[src/rtl/cpu_pkg.sv]
// Shared CPU definitions: datapath widths, PC-select encodings, sequencer
// state encoding and architectural register numbers.
package cpu_pkg;

  localparam int unsigned PC_W           = 32;  // PC and operand width
  localparam int unsigned IMEM_AW        = 12;  // instruction-memory address width
  localparam int unsigned TGT_W          = 27;  // j/jal/bex target field width
  localparam int unsigned MD_TIMEOUT_DEF = 40;  // default multdiv wait limit

  // pcmux_x encodings from control for the X-stage instruction
  localparam logic [1:0] PCMUX_PC1 = 2'b00;
  localparam logic [1:0] PCMUX_BR  = 2'b01;
  localparam logic [1:0] PCMUX_TGT = 2'b10;
  localparam logic [1:0] PCMUX_RD  = 2'b11;

  localparam int unsigned RSTATUS_REG = 30;
  localparam int unsigned RA_REG      = 31;

  typedef enum logic {
    ST_RUN     = 1'b0,
    ST_MD_WAIT = 1'b1
  } seq_state_e;

endpackage

[src/rtl/pc_sequencer_if.sv]
// Bundle between the pipeline control/X stage and the PC sequencer.
// slave  : sequencer side (takes X-stage flags, drives PC/flush/stall/multdiv)
// master : pipeline side
interface pc_sequencer_if;
  import cpu_pkg::*;

  logic [1:0]         pcmux_x;
  logic               bne_x;
  logic               blt_x;
  logic               bex_x;
  logic               neq_x;
  logic               lt_x;
  logic               rstatus_nz;
  logic [PC_W-1:0]    pc_x;
  logic [PC_W-1:0]    sei_x;
  logic [TGT_W-1:0]   target_x;
  logic [PC_W-1:0]    rd_val_x;
  logic               hazard_stall;
  logic               md_op_x;
  logic               md_ready;

  logic [PC_W-1:0]    pc;
  logic [IMEM_AW-1:0] imem_addr;
  logic [PC_W-1:0]    pc_plus1;
  logic               flush_fd;
  logic               flush_dx;
  logic               stall_fd;
  logic               stall_pipe;
  logic               md_start;
  logic               md_timeout;

  modport slave (
    input  pcmux_x, bne_x, blt_x, bex_x, neq_x, lt_x, rstatus_nz,
           pc_x, sei_x, target_x, rd_val_x, hazard_stall, md_op_x, md_ready,
    output pc, imem_addr, pc_plus1, flush_fd, flush_dx, stall_fd,
           stall_pipe, md_start, md_timeout
  );

  modport master (
    output pcmux_x, bne_x, blt_x, bex_x, neq_x, lt_x, rstatus_nz,
           pc_x, sei_x, target_x, rd_val_x, hazard_stall, md_op_x, md_ready,
    input  pc, imem_addr, pc_plus1, flush_fd, flush_dx, stall_fd,
           stall_pipe, md_start, md_timeout
  );

endinterface

[src/rtl/pc_sequencer_next_pc_sel.sv]
// Combinational redirect decision and redirect-target mux for the X stage.
// Inputs : pcmux_x, branch/bex flags, compare results, pc_x, sei_x,
//          target_x, rd_val_x
// Outputs: redirect_c (fetch must be redirected), target_c (redirect PC)
module next_pc_sel
  import cpu_pkg::*;
(
  input  logic [1:0]       pcmux_x,
  input  logic             bne_x,
  input  logic             blt_x,
  input  logic             bex_x,
  input  logic             neq_x,
  input  logic             lt_x,
  input  logic             rstatus_nz,
  input  logic [PC_W-1:0]  pc_x,
  input  logic [PC_W-1:0]  sei_x,
  input  logic [TGT_W-1:0] target_x,
  input  logic [PC_W-1:0]  rd_val_x,
  output logic             redirect_c,
  output logic [PC_W-1:0]  target_c
);

  logic br_taken;
  logic bex_taken;

  // Branch direction comes only from the bne/blt flags; pcmux_x[0] is ignored.
  always_comb begin
    br_taken   = (bne_x & neq_x) | (blt_x & lt_x);
    bex_taken  = bex_x & rstatus_nz;
    redirect_c = br_taken | bex_taken | pcmux_x[1];
    target_c   = pc_x + PC_W'(1) + sei_x;
    if (bex_taken || (pcmux_x == PCMUX_TGT)) begin
      target_c = {{(PC_W - TGT_W){1'b0}}, target_x};
    end else if (pcmux_x == PCMUX_RD) begin
      target_c = rd_val_x;
    end
  end

endmodule

[src/rtl/pc_sequencer.sv]
// PC register, fetch redirect, hazard freeze and multdiv start/ready handshake.
// Ports: clock, reset_n (synchronous, active-low), bus (pc_sequencer_if.slave)
//   in : X-stage control flags/operands, hazard_stall, md_op_x, md_ready
//   out: pc, imem_addr, pc_plus1, flush_fd/flush_dx, stall_fd, stall_pipe,
//        md_start, md_timeout (flags are combinational, pc is registered)
module pc_sequencer
  import cpu_pkg::*;
#(
  parameter int unsigned MD_TIMEOUT = MD_TIMEOUT_DEF
) (
  input  logic           clock,
  input  logic           reset_n,
  pc_sequencer_if.slave  bus
);

  localparam int unsigned CNT_W = (MD_TIMEOUT > 1) ? $clog2(MD_TIMEOUT) : 1;

  seq_state_e       state_q, state_d;
  logic [CNT_W-1:0] cnt_q, cnt_d;
  logic [PC_W-1:0]  pc_q, pc_d;
  logic             redirect_c;
  logic [PC_W-1:0]  target_c;
  logic             timeout_hit;

  next_pc_sel u_next_pc_sel (
    .pcmux_x    (bus.pcmux_x),
    .bne_x      (bus.bne_x),
    .blt_x      (bus.blt_x),
    .bex_x      (bus.bex_x),
    .neq_x      (bus.neq_x),
    .lt_x       (bus.lt_x),
    .rstatus_nz (bus.rstatus_nz),
    .pc_x       (bus.pc_x),
    .sei_x      (bus.sei_x),
    .target_x   (bus.target_x),
    .rd_val_x   (bus.rd_val_x),
    .redirect_c (redirect_c),
    .target_c   (target_c)
  );

  // Last allowed wait cycle reached
  assign timeout_hit = (cnt_q == CNT_W'(MD_TIMEOUT - 1));

  // State register
  always_ff @(posedge clock) begin
    if (!reset_n) begin
      state_q <= ST_RUN;
    end else begin
      state_q <= state_d;
    end
  end

  // PC and wait-counter registers
  always_ff @(posedge clock) begin
    if (!reset_n) begin
      pc_q  <= '0;
      cnt_q <= '0;
    end else begin
      pc_q  <= pc_d;
      cnt_q <= cnt_d;
    end
  end

  // Next state, next PC, next counter
  always_comb begin
    state_d = state_q;
    pc_d    = pc_q;
    cnt_d   = cnt_q;
    unique case (state_q)
      ST_RUN: begin
        if (redirect_c) begin
          pc_d = target_c;
        end else if (bus.md_op_x) begin
          state_d = ST_MD_WAIT;
          cnt_d   = '0;
        end else if (!bus.hazard_stall) begin
          pc_d = pc_q + PC_W'(1);
        end
      end
      ST_MD_WAIT: begin
        cnt_d = cnt_q + CNT_W'(1);
        if (bus.md_ready || timeout_hit) begin
          state_d = ST_RUN;
        end
      end
      default: state_d = ST_RUN;
    endcase
  end

  // Outputs
  always_comb begin
    bus.flush_fd   = 1'b0;
    bus.flush_dx   = 1'b0;
    bus.stall_fd   = 1'b0;
    bus.stall_pipe = 1'b0;
    bus.md_start   = 1'b0;
    bus.md_timeout = 1'b0;
    bus.pc         = pc_q;
    bus.pc_plus1   = pc_q + PC_W'(1);
    bus.imem_addr  = pc_q[IMEM_AW-1:0];
    unique case (state_q)
      ST_RUN: begin
        // A redirect squashes the stalled D instruction, so it overrides the stall.
        bus.flush_fd = redirect_c;
        bus.flush_dx = redirect_c;
        bus.stall_fd = bus.hazard_stall & ~redirect_c;
        if (bus.md_op_x && !redirect_c) begin
          bus.md_start   = 1'b1;
          bus.stall_pipe = 1'b1;
        end
      end
      ST_MD_WAIT: begin
        // Release the pipe on ready (X/M latches the result) or on abort.
        bus.stall_pipe = ~bus.md_ready & ~timeout_hit;
        bus.md_timeout = ~bus.md_ready & timeout_hit;
      end
      default: ;
    endcase
  end

endmodule

[src/flat_wrapper.sv]
// flat-port wrapper written by rule: the top's interface ports become plain ports
module pc_sequencer_flat import cpu_pkg::*;
#(
  parameter int unsigned MD_TIMEOUT = MD_TIMEOUT_DEF
)
  (clock, reset_n, bus_pcmux_x, bus_bne_x, bus_blt_x, bus_bex_x, bus_neq_x, bus_lt_x, bus_rstatus_nz, bus_pc_x, bus_sei_x, bus_target_x, bus_rd_val_x, bus_hazard_stall, bus_md_op_x, bus_md_ready, bus_pc, bus_imem_addr, bus_pc_plus1, bus_flush_fd, bus_flush_dx, bus_stall_fd, bus_stall_pipe, bus_md_start, bus_md_timeout);
  pc_sequencer_if bus_i ();
  input  logic clock;
  input  logic reset_n;
  input wire logic [$bits(bus_i.pcmux_x)-1:0] bus_pcmux_x;
  input wire logic [$bits(bus_i.bne_x)-1:0] bus_bne_x;
  input wire logic [$bits(bus_i.blt_x)-1:0] bus_blt_x;
  input wire logic [$bits(bus_i.bex_x)-1:0] bus_bex_x;
  input wire logic [$bits(bus_i.neq_x)-1:0] bus_neq_x;
  input wire logic [$bits(bus_i.lt_x)-1:0] bus_lt_x;
  input wire logic [$bits(bus_i.rstatus_nz)-1:0] bus_rstatus_nz;
  input wire logic [$bits(bus_i.pc_x)-1:0] bus_pc_x;
  input wire logic [$bits(bus_i.sei_x)-1:0] bus_sei_x;
  input wire logic [$bits(bus_i.target_x)-1:0] bus_target_x;
  input wire logic [$bits(bus_i.rd_val_x)-1:0] bus_rd_val_x;
  input wire logic [$bits(bus_i.hazard_stall)-1:0] bus_hazard_stall;
  input wire logic [$bits(bus_i.md_op_x)-1:0] bus_md_op_x;
  input wire logic [$bits(bus_i.md_ready)-1:0] bus_md_ready;
  output wire logic [$bits(bus_i.pc)-1:0] bus_pc;
  output wire logic [$bits(bus_i.imem_addr)-1:0] bus_imem_addr;
  output wire logic [$bits(bus_i.pc_plus1)-1:0] bus_pc_plus1;
  output wire logic [$bits(bus_i.flush_fd)-1:0] bus_flush_fd;
  output wire logic [$bits(bus_i.flush_dx)-1:0] bus_flush_dx;
  output wire logic [$bits(bus_i.stall_fd)-1:0] bus_stall_fd;
  output wire logic [$bits(bus_i.stall_pipe)-1:0] bus_stall_pipe;
  output wire logic [$bits(bus_i.md_start)-1:0] bus_md_start;
  output wire logic [$bits(bus_i.md_timeout)-1:0] bus_md_timeout;
  assign bus_i.pcmux_x = bus_pcmux_x;
  assign bus_i.bne_x = bus_bne_x;
  assign bus_i.blt_x = bus_blt_x;
  assign bus_i.bex_x = bus_bex_x;
  assign bus_i.neq_x = bus_neq_x;
  assign bus_i.lt_x = bus_lt_x;
  assign bus_i.rstatus_nz = bus_rstatus_nz;
  assign bus_i.pc_x = bus_pc_x;
  assign bus_i.sei_x = bus_sei_x;
  assign bus_i.target_x = bus_target_x;
  assign bus_i.rd_val_x = bus_rd_val_x;
  assign bus_i.hazard_stall = bus_hazard_stall;
  assign bus_i.md_op_x = bus_md_op_x;
  assign bus_i.md_ready = bus_md_ready;
  assign bus_pc = bus_i.pc;
  assign bus_imem_addr = bus_i.imem_addr;
  assign bus_pc_plus1 = bus_i.pc_plus1;
  assign bus_flush_fd = bus_i.flush_fd;
  assign bus_flush_dx = bus_i.flush_dx;
  assign bus_stall_fd = bus_i.stall_fd;
  assign bus_stall_pipe = bus_i.stall_pipe;
  assign bus_md_start = bus_i.md_start;
  assign bus_md_timeout = bus_i.md_timeout;
  pc_sequencer #(.MD_TIMEOUT(MD_TIMEOUT)) u_core (.clock(clock), .reset_n(reset_n), .bus(bus_i));
endmodule
[config.mk]
export PLATFORM = sky130hd
export DESIGN_NAME = pc_sequencer_flat
export DESIGN_NICKNAME = d
export VERILOG_FILES = /design/src/rtl/cpu_pkg.sv /design/src/rtl/pc_sequencer_if.sv /design/src/rtl/pc_sequencer_next_pc_sel.sv /design/src/rtl/pc_sequencer.sv /design/src/flat_wrapper.sv
export SDC_FILE = /design/constraint.sdc
export NUM_CORES = 1
export LEC_CHECK = 0
export ABC_AREA = 1
export BUFFER_PORTS_ARGS = -buffer_cell sky130_fd_sc_hd__buf_2
export CORE_AREA = 4 4 108 110
export CTS_BUF_LIST = sky130_fd_sc_hd__clkbuf_4 sky130_fd_sc_hd__clkbuf_8
export DETAILED_ROUTE_END_ITERATION = 6
export DIE_AREA = 0 0 112 114
export PLACE_DENSITY = 0.92
export SYNTH_ARGS = -nofsm -noshare
export SYNTH_HDL_FRONTEND = slang
export SYNTH_SLANG_ARGS = --single-unit
[constraint.sdc]
create_clock -name clock -period 3.15 [get_ports clock]
set_input_delay 0.315 -clock clock [delete_from_list [all_inputs] [get_ports clock]]
set_output_delay 0.315 -clock clock [all_outputs]
set_load 0.02 [all_outputs]
; After elaboration in Yosys (flattened, before gate mapping)
; Cells that the tools add are included.
[totals]
in_bits = 136
reg_bits = 39
mem_bits_rw = 0
latchBits = 0
word_cells = 51
romBits = 0
memories = 0
[op_classes]
bitwise_logic = 13
shift = 0
reduce_logical = 6
addsub = 4
multipliers = 0
eq_ne = 7
div = 0
n_lt_le_gt_ge = 0
muxes = 18
[ops]
columns = operator, count
row1 = $mux W32, 5
row2 = $add A32 B1 Y32 const B, 2
row3 = $add A32 B32 Y32, 1
row4 = $mux W6, 2
row5 = $pmux W6 S2, 1
row6 = $mux W1, 8
row7 = $add A6 B1 Y6 const B, 1
row8 = $and A1 B1 Y1, 6
row9 = $eq A6 B6 Y1 const B, 1
row10 = $eq A2 B2 Y1 const B, 2
row11 = $ne A2 B1 Y1 const B, 2
row12 = $ne A2 B2 Y1 const B, 2
row13 = $not A1 Y1, 4
row14 = $pmux W1 S2, 2
row15 = $or A1 B1 Y1, 3
row16 = $reduce_and A3 Y1, 1
row17 = $logic_or A1 B1 Y1, 2
row18 = $reduce_and A2 Y1, 1
row19 = $logic_and A1 B1 Y1, 1
row20 = $logic_not A1 Y1, 1

; Depth between registers and ports, before layout
; Gate-level depths: netlist (run 1).
[depth]
ltp_word = 8
depth_mapped = 16
depth_no_buf = 16

; Modules after synthesis
; From an unflattened synthesis (run 1), not the netlist that was laid out.
[hier_totals]
cells_unflattened = 1132
hier_area_um2 = 6062.1
[modules_own_cells]
columns = mod, cells_per_inst, instances, area_each_um2
row1 = next_pc_sel, 700, 1, 3280.6
row2 = pc_sequencer, 432, 1, 2781.4

; Least setup slack after synthesis (run 1)
; Ideal clock, no wire load.
[synth_timing]
kind = register to register
startpoint = register u_core.pc_q[0] (netlist: u_core.bus.pc[0])
endpoint = register u_core.pc_q[22] (netlist: u_core.bus.pc[22])
synth_period_minus_slack_ns = 2.174
path_stages_with_launch = 12
required_time_ns = 3.080
setup_time_ns = 0.070
path_slack_ns = 0.976
path_buffers = 0
t_arrival_ns = 2.104
path_cell_list = dfxtp_1 > ha_1 > nand3_4 > nor2_4 > nand2_2 > nor2_2 > nand2_2 > nor2_4 > nand2_1 > xor2_1 > a21oi_1 > a21oi_1
[synth_via]
elab_chain_cells = 4
[synth_rtl]
columns = element, line_no
row1 = start: declaration, pc_sequencer.sv:20  ; logic [PC_W-1:0] pc_q, pc_d;
row2 = start signal: assignment, pc_sequencer.sv:59  ; pc_q <= pc_d;
row3 = $add A32 B1 Y32, -
row4 = via bus_pc_plus1[22], flat_wrapper.sv:26  ; output wire logic [$bits(bus_i.pc_plus1)-1:0] bus_pc_plus1;
row5 = $mux W32, pc_sequencer.sv:76  ; end else if (!bus.hazard_stall) begin
row6 = $mux W32, pc_sequencer.sv:73  ; end else if (bus.md_op_x) begin
row7 = $mux W32, pc_sequencer.sv:71  ; if (redirect_c) begin
; The timed path passes the listed nets, and every way through them passes these cells. The select of a mux whose other input is x is not followed.
; A chain may end at the register's enable or synchronous reset.

; Worst setup path in the final report (run 1)
[layout_timing]
startpoint = register u_core.pc_q[0] (netlist: u_core.bus.pc[0])
endpoint = output port bus_pc_plus1[28]
[layout_via]
elab_chain_cells = 1
[layout_rtl]
columns = element, line_no
row1 = $add A32 B1 Y32, pc_sequencer.sv:99  ; bus.pc_plus1 = pc_q + PC_W'(1);
row2 = end: declaration, flat_wrapper.sv:26
; No other way between the ends.

==> impl_metrics.env, run 1 <==
export IMPL_die_h_um=114
export IMPL_hold_path_class="primary input to flip-flop"
export IMPL_dr_pass1_iters=5
export IMPL_r2r_slack_ns=1.10
export IMPL_wl_per_cell_um=15.1
export IMPL_setup_tns_ns=0
export IMPL_slew_viol_final=0
export IMPL_worst_ep_required_time_ns=2.83
export IMPL_final_area_um2=6950
export IMPL_r2r_start="u_core.bus.pc[15]$_SDFFE_PN0P_"
export IMPL_cts_hold_buf=0
export IMPL_ys_ff_latch=39
export IMPL_grt_max_degree=48
export IMPL_max_cap_viol_count=0
export IMPL_status="completed"
export IMPL_vias=7485
export IMPL_yosys_warnings=0
export IMPL_tritoncts_num_buffers=5
export IMPL_arrival_ns=2.15
export IMPL_syn2layout_area_growth_pct=21.2
export IMPL_clockRootBuffer="clkbuf_8"
export IMPL_grt_first_pass_wirelength_mm=33.5
export IMPL_synth_top_area_share_pct=22.9
export IMPL_dpl_instance_area_um2=6850
export IMPL_postRouteAntennaNets=0
export IMPL_synth_net_count=1244
export IMPL_synth_edf_count=0
export IMPL_irDropWorstVdd_uv=219
export IMPL_max_slew_margin_rel_pct=65.4
export IMPL_fill_cells=1080
export IMPL_critPathKind="flip-flop to output pin"
export IMPL_reg2reg_depth=11
export IMPL_synth_ff_type="dfxtp_1"
export IMPL_die_width_um=112
export IMPL_antenna_cells=0
export IMPL_period_share_pct=78.3
export IMPL_first_global_vias=6843
export IMPL_fin_cells=1405
export IMPL_ys_async_sr_fraction_pct=0
export IMPL_dp_final_hpwl_mm=17.6
export IMPL_drt_wl_total_mm=21.2
export IMPL_cts_clk_slew_worst_paths_ns=0.08
export IMPL_worstMarginPinSlew_ns=0.519
export IMPL_post_cts_buffers=0
export IMPL_cts_sinks=39
export IMPL_synth_cells=1074
export IMPL_r2r_end="u_core.bus.pc[25]$_SDFFE_PN0P_"
export IMPL_total_power_mw=2.34
export IMPL_yosysSeqAreaShare_pct=13.6
export IMPL_grt_use_total_pct=31.8
export IMPL_path_max_fanout=6
export IMPL_fin_skew_ns=0.00869
export IMPL_synth_area_um2=5740
export IMPL_yosys_area_top_type="nand2_1"
export IMPL_placed_cells=1398
export IMPL_p_leak_nw=3.95
export IMPL_grt_antenna_before_repair=0
export IMPL_drive_gt1_share_pct=20.2
export IMPL_max_freq_mhz=406
export IMPL_tritoncts="done"
export IMPL_row_count=38
export IMPL_ctsResizeCount=0
export IMPL_syn_avg_cell_area_um2=5.34
export IMPL_die_area_um2=12800
export IMPL_drc_errors=0
export IMPL_portBuffers=217
export IMPL_overflow=0
export IMPL_post_synth_num_cell_types=40
export IMPL_place_gp_congestion=0.993
export IMPL_drt_iter0_markers=613
export IMPL_hold_path_startpoint="bus_md_ready"
export IMPL_start_util_pct=53.6
export IMPL_boundaryPins=218
export IMPL_setup_viol=0
export IMPL_drt_vias_per_instance=5.33
export IMPL_period_needed_ns=2.47
export IMPL_nets=1435
export IMPL_yosys_top_cells_area="nand2_1 (23%), dfxtp_1 (14%), inv_1 (10%)"
export IMPL_rsz0062_at_grt="no"
export IMPL_critPathCaptureType="output pin"
export IMPL_min_path_cells=4
export IMPL_hold_slack_ns=0.319
export IMPL_cts_htree_levels=2
export IMPL_clkLatencyLatePin_ns=0.30
export IMPL_power_density_nw_per_um2=337
export IMPL_final_hold_viol_count=0
export IMPL_hold_path_endpoint="u_core.state_q$_SDFF_PN0_"
export IMPL_clockBufferDepth=2
export IMPL_start_kind="flip-flop"
export IMPL_core_um2=10700
[Yosys cell counts (2+ instances only)]
cell and n:
clkbuf_1 15, buf_4 14, nand3b_1 3, o211ai_1 4, nor3_2 6, a21oi_1 93
nand3_1 56, inv_1 158, o221ai_1 2, nand4_1 18, inv_2 3, nor2_4 3
clkinv_1 2, buf_1 5, nor3_1 18, and2_1 2, nor2_1 123, xor2_1 20
nand2_2 5, dfxtp_1 39, xnor2_1 15, ha_1 33, nand2_1 350, or2_2 4
o21ai_1 2, buf_2 5, o21ai_0 63
[cells by family after synthesis]
family	count (synthesis)	share of synthesized area, %
AO/OA/AOI/OAI	170	15.4
XOR/XNOR	36	5.63
adder cells (fa/ha/maj)	34	7.55
buffers and inverters	202	14.2
flip-flops	39	13.6
AND/OR/NAND/NOR	593	43.5
[per-layer routing]
metal  vias up  share of wire [%]  track usage [%]
li1       3767                  -                -
met1      3256                 41             40.8
met2       407                 45             53.7
met3        55                9.8             5.99
met4         0                3.5             11.5
met5         -                  0                0
[layout make-up]
cell class                 instances  area [µm²]  share of cell area, %
clock buffer                       5        68.8                  0.990
multi-input combinational        833        4150                   59.7
tap                              140         175                   2.52
inverter                         163         612                   8.80
sequential                        39         781                   11.2
clock inverter                     2        37.5                  0.540
timing repair buffer             223        1130                   16.3
[placed cells by master (no fill, tap or decap), drive strengths merged, types with 2 or more instances in the layout]
cell / synthesis / final
o21ai: 65 / 65
o211ai: 4 / 4
and2: 2 / 2
nand3b: 3 / 3
nand4: 18 / 18
inv: 161 / 161
ha: 33 / 33
nand3: 57 / 57
xor2: 21 / 21
nor3: 25 / 25
clkinv: 2 / 2
dfxtp: 39 / 39
or2: 5 / 5
clkbuf: 15 / 5
a21oi: 93 / 93
nor2: 127 / 127
xnor2: 15 / 15
buf: 24 / 223
o221ai: 2 / 2
nand2: 355 / 355
[stage by stage]
stage | worst slack [ns] | util [%]
6_report | 0.684 | 65.0
5_1_grt | 0.527 | 65.0
4_1_cts | 0.702 | 65.0
3_5_place_dp | 0.738 | 64.0
3_3_place_gp | 0.758 | 64.0
2_1_floorplan | 0.976 | -
[power breakdown]
group	internal, mW	switching [mW]
combinational	0.434	0.837
clock	0.232	0.188
sequential	0.548	0.104
[critical path, cell delays in order (launching register included)]
cell     delay (ns)
dfxtp_1        0.41
ha_1           0.29
nand3_4        0.13
nor3_1         0.38
nand2_1        0.18
xnor2_1        0.26
buf_2          0.22
[flip-flops by register name, summed over array words and instances, names as in the netlist]
| name | flops |
|---|---|
| u_core.cnt_q | 6 |
| u_core.state_q | 1 |
| u_core.bus.pc | 32 |
[worst max path at each step]
stage / to / startpoint / slack, ns
finish: bus_pc_plus1[28] / u_core.bus.pc[0]$_SDFFE_PN0P_ / 0.68
global route: bus_pc_plus1[28] / u_core.bus.pc[0]$_SDFFE_PN0P_ / 0.53
CTS: bus_pc_plus1[22] / u_core.bus.pc[0]$_SDFFE_PN0P_ / 0.70
detailed placement: u_core.bus.pc[28]$_SDFFE_PN0P_ / bus_pc_x[0] / 0.74
global placement: u_core.bus.pc[16]$_SDFFE_PN0P_ / bus_pc_x[0] / 0.76
floorplan: u_core.bus.pc[22]$_SDFFE_PN0P_ / u_core.bus.pc[0]$_SDFFE_PN0P_ / 0.98
(Power assumes the default switching activity.)
==> run 2, diff against run 1 <==
- CORE_AREA: 4 4 108 110 -> 4 4 116 118
- DIE_AREA: 0 0 112 114 -> 0 0 120 122
- PLACE_DENSITY: 0.92 -> 0.85
- clock period: 3.15 -> 2.2 ns (I/O delays scaled with it)
==> run 2 against run 1 <==
Against the previous run: the run now ends with negative setup slack left; register-to-register slack lost 0.96 ns; cell count grew 6.0%; sequential power grew 40%; sequential share of layout area shrank 0.69 points; critical path type unchanged; critical endpoint is now bus_pc_plus1[22]; largest power group unchanged.
==> impl_metrics.env, run 2 (same netlist as run 1, synthesis figures left out) <==
export IMPL_status="finished with violations"
export IMPL_violations="negative setup slack"
export IMPL_slew_viol_final=0
export IMPL_postRouteAntennaNets=0
export IMPL_die_h_um=122
export IMPL_overflow=0
export IMPL_hold_path_startpoint="bus_md_ready"
export IMPL_start_util_pct=46.0
export IMPL_final_cell_mix="nand2_1 (349), buf_2 (209), inv_1 (157)"
export IMPL_boundaryPins=218
export IMPL_reg2reg_depth=13
export IMPL_hold_path_class="primary input to flip-flop"
export IMPL_setup_tns_ns=-0.00240
export IMPL_grt_use_total_pct=29.6
export IMPL_placed_cells=1465
export IMPL_p_leak_nw=4.34
export IMPL_critPathKind="flip-flop to output pin"
export IMPL_busiest_layer="met2"
export IMPL_row_count=41
export IMPL_layout_commonest_cell="nand2_1"
export IMPL_setup_viol=1
export IMPL_drt_wl_total_mm=22.5
export IMPL_worst_ep_required_time_ns=1.98
export IMPL_hold_path_endpoint="u_core.state_q$_SDFF_PN0_"
export IMPL_first_global_vias=7234
export IMPL_met3_usage_pct=4.27
export IMPL_clockBufferDepth=2
export IMPL_dp_final_hpwl_mm=18.3
export IMPL_portBuffers=217
export IMPL_grt_met1_usage_pct=38.1
export IMPL_drc_errors=0
export IMPL_clockRootBuffer="clkbuf_8"
export IMPL_largest_register_ff_count=32
export IMPL_r2r_start="u_core.bus.pc[1]$_SDFFE_PN0P_"
export IMPL_grt_antenna_before_repair=0
export IMPL_cp_startpoint="u_core.bus.pc[1]$_SDFFE_PN0P_"
export IMPL_r2r_slack_ns=0.14
export IMPL_fin_skew_ns=0.0111
export IMPL_worstMarginPinSlew_ns=0.551
export IMPL_r2r_end="u_core.bus.pc[22]$_SDFFE_PN0P_"
export IMPL_cts_sinks=39
export IMPL_grt_first_pass_wirelength_mm=35.2
export IMPL_critPathCaptureType="output pin"
export IMPL_nets=1487
export IMPL_dr_pass1_iters=5
export IMPL_vias=7774
export IMPL_syn2layout_area_growth_pct=33.1
export IMPL_power_density_nw_per_um2=483
export IMPL_max_freq_mhz=454
export IMPL_setup_ws_ns=-0.00240
export IMPL_drt_iter0_markers=759
export IMPL_antenna_cells=0
export IMPL_rsz0062_at_grt="yes"
export IMPL_place_gp_congestion=1.02
export IMPL_min_path_cells=4
export IMPL_dpl_instance_area_um2=7170
export IMPL_met2_usage_pct=50.7
export IMPL_final_hold_viol_count=0
export IMPL_total_power_mw=3.69
export IMPL_irDropWorstVdd_uv=268
export IMPL_hold_slack_ns=0.224
export IMPL_final_area_um2=7630
export IMPL_utilization_pct=61.2
export IMPL_period_share_pct=100
export IMPL_tritoncts_num_buffers=5
export IMPL_core_um2=12500
export IMPL_drt_vias_per_instance=5.22
export IMPL_period_needed_ns=2.20
export IMPL_post_place_ws_ns=0.0655
export IMPL_arrival_ns=1.98
export IMPL_start_kind="flip-flop"
export IMPL_fin_cells=1490
export IMPL_clkLatencyLatePin_ns=0.30
export IMPL_max_cap_viol_count=0
export IMPL_drive_gt1_share_pct=26.4
export IMPL_wl_per_cell_um=15.1
export IMPL_cts_htree_levels=2
export IMPL_die_area_um2=14600
export IMPL_max_slew_margin_rel_pct=63.3
export IMPL_tritoncts="done"
export IMPL_cts_clk_slew_worst_paths_ns=0.09
export IMPL_path_max_fanout=4
export IMPL_die_width_um=120
export IMPL_grt_max_degree=48
-- run 2: worst max path at each step --
stage	to	slack [ns]
finish	bus_pc_plus1[22]	-0.002
global route	bus_pc_plus1[22]	-0.06
CTS	bus_pc_plus1[26]	0.003
detailed placement	u_core.bus.pc[28]$_SDFFE_PN0P_	0.07
global placement	u_core.bus.pc[31]$_SDFFE_PN0P_	0.1
floorplan	u_core.bus.pc[22]$_SDFFE_PN0P_	0.03
-- run 2: timing repair --
item	4_1_cts	5_1_grt
pin swaps	8	15
endpoints found under the setup margin	10	18
setup buffers	7	10
gates resized for setup	22	34
hold buffers	0	0
-- run 2: power by group --
| group | internal, mW | switching [mW] |
|---|---|---|
| combinational | 0.746 | 1.28 |
| sequential | 0.794 | 0.118 |
| clock | 0.466 | 0.281 |
| total | 2.01 | 1.68 |
-- run 2: final cells by class --
class | instances | area, µm²
Clock inverter | 2 | 60.1
Timing Repair Buffer | 275 | 1570
Tap cell | 172 | 215
Clock buffer | 6 | 76.3
Fill cell | 1275 | 4830
Multi-Input combinational cell | 833 | 4300
Inverter | 163 | 612
Sequential cell | 39 | 805
-- run 2: critical path: stages (launching register included) --
cell and delay, ns:
dfxtp_4 0.37, ha_4 0.15, nand3_4 0.10, nor2_4 0.15, nand2_2 0.08, nor2_2 0.12
nand2_2 0.11, nor2_4 0.16, nand2_2 0.08, xor2_2 0.21, buf_6 0.15
-- run 2: metal layers --
metal  share of wire [%]  vias to the layer above
li1                    -                     3875
met5                   0                        -
met1                  43                     3458
met4                 3.3                        0
met2                  46                      386
met3                 8.2                       55
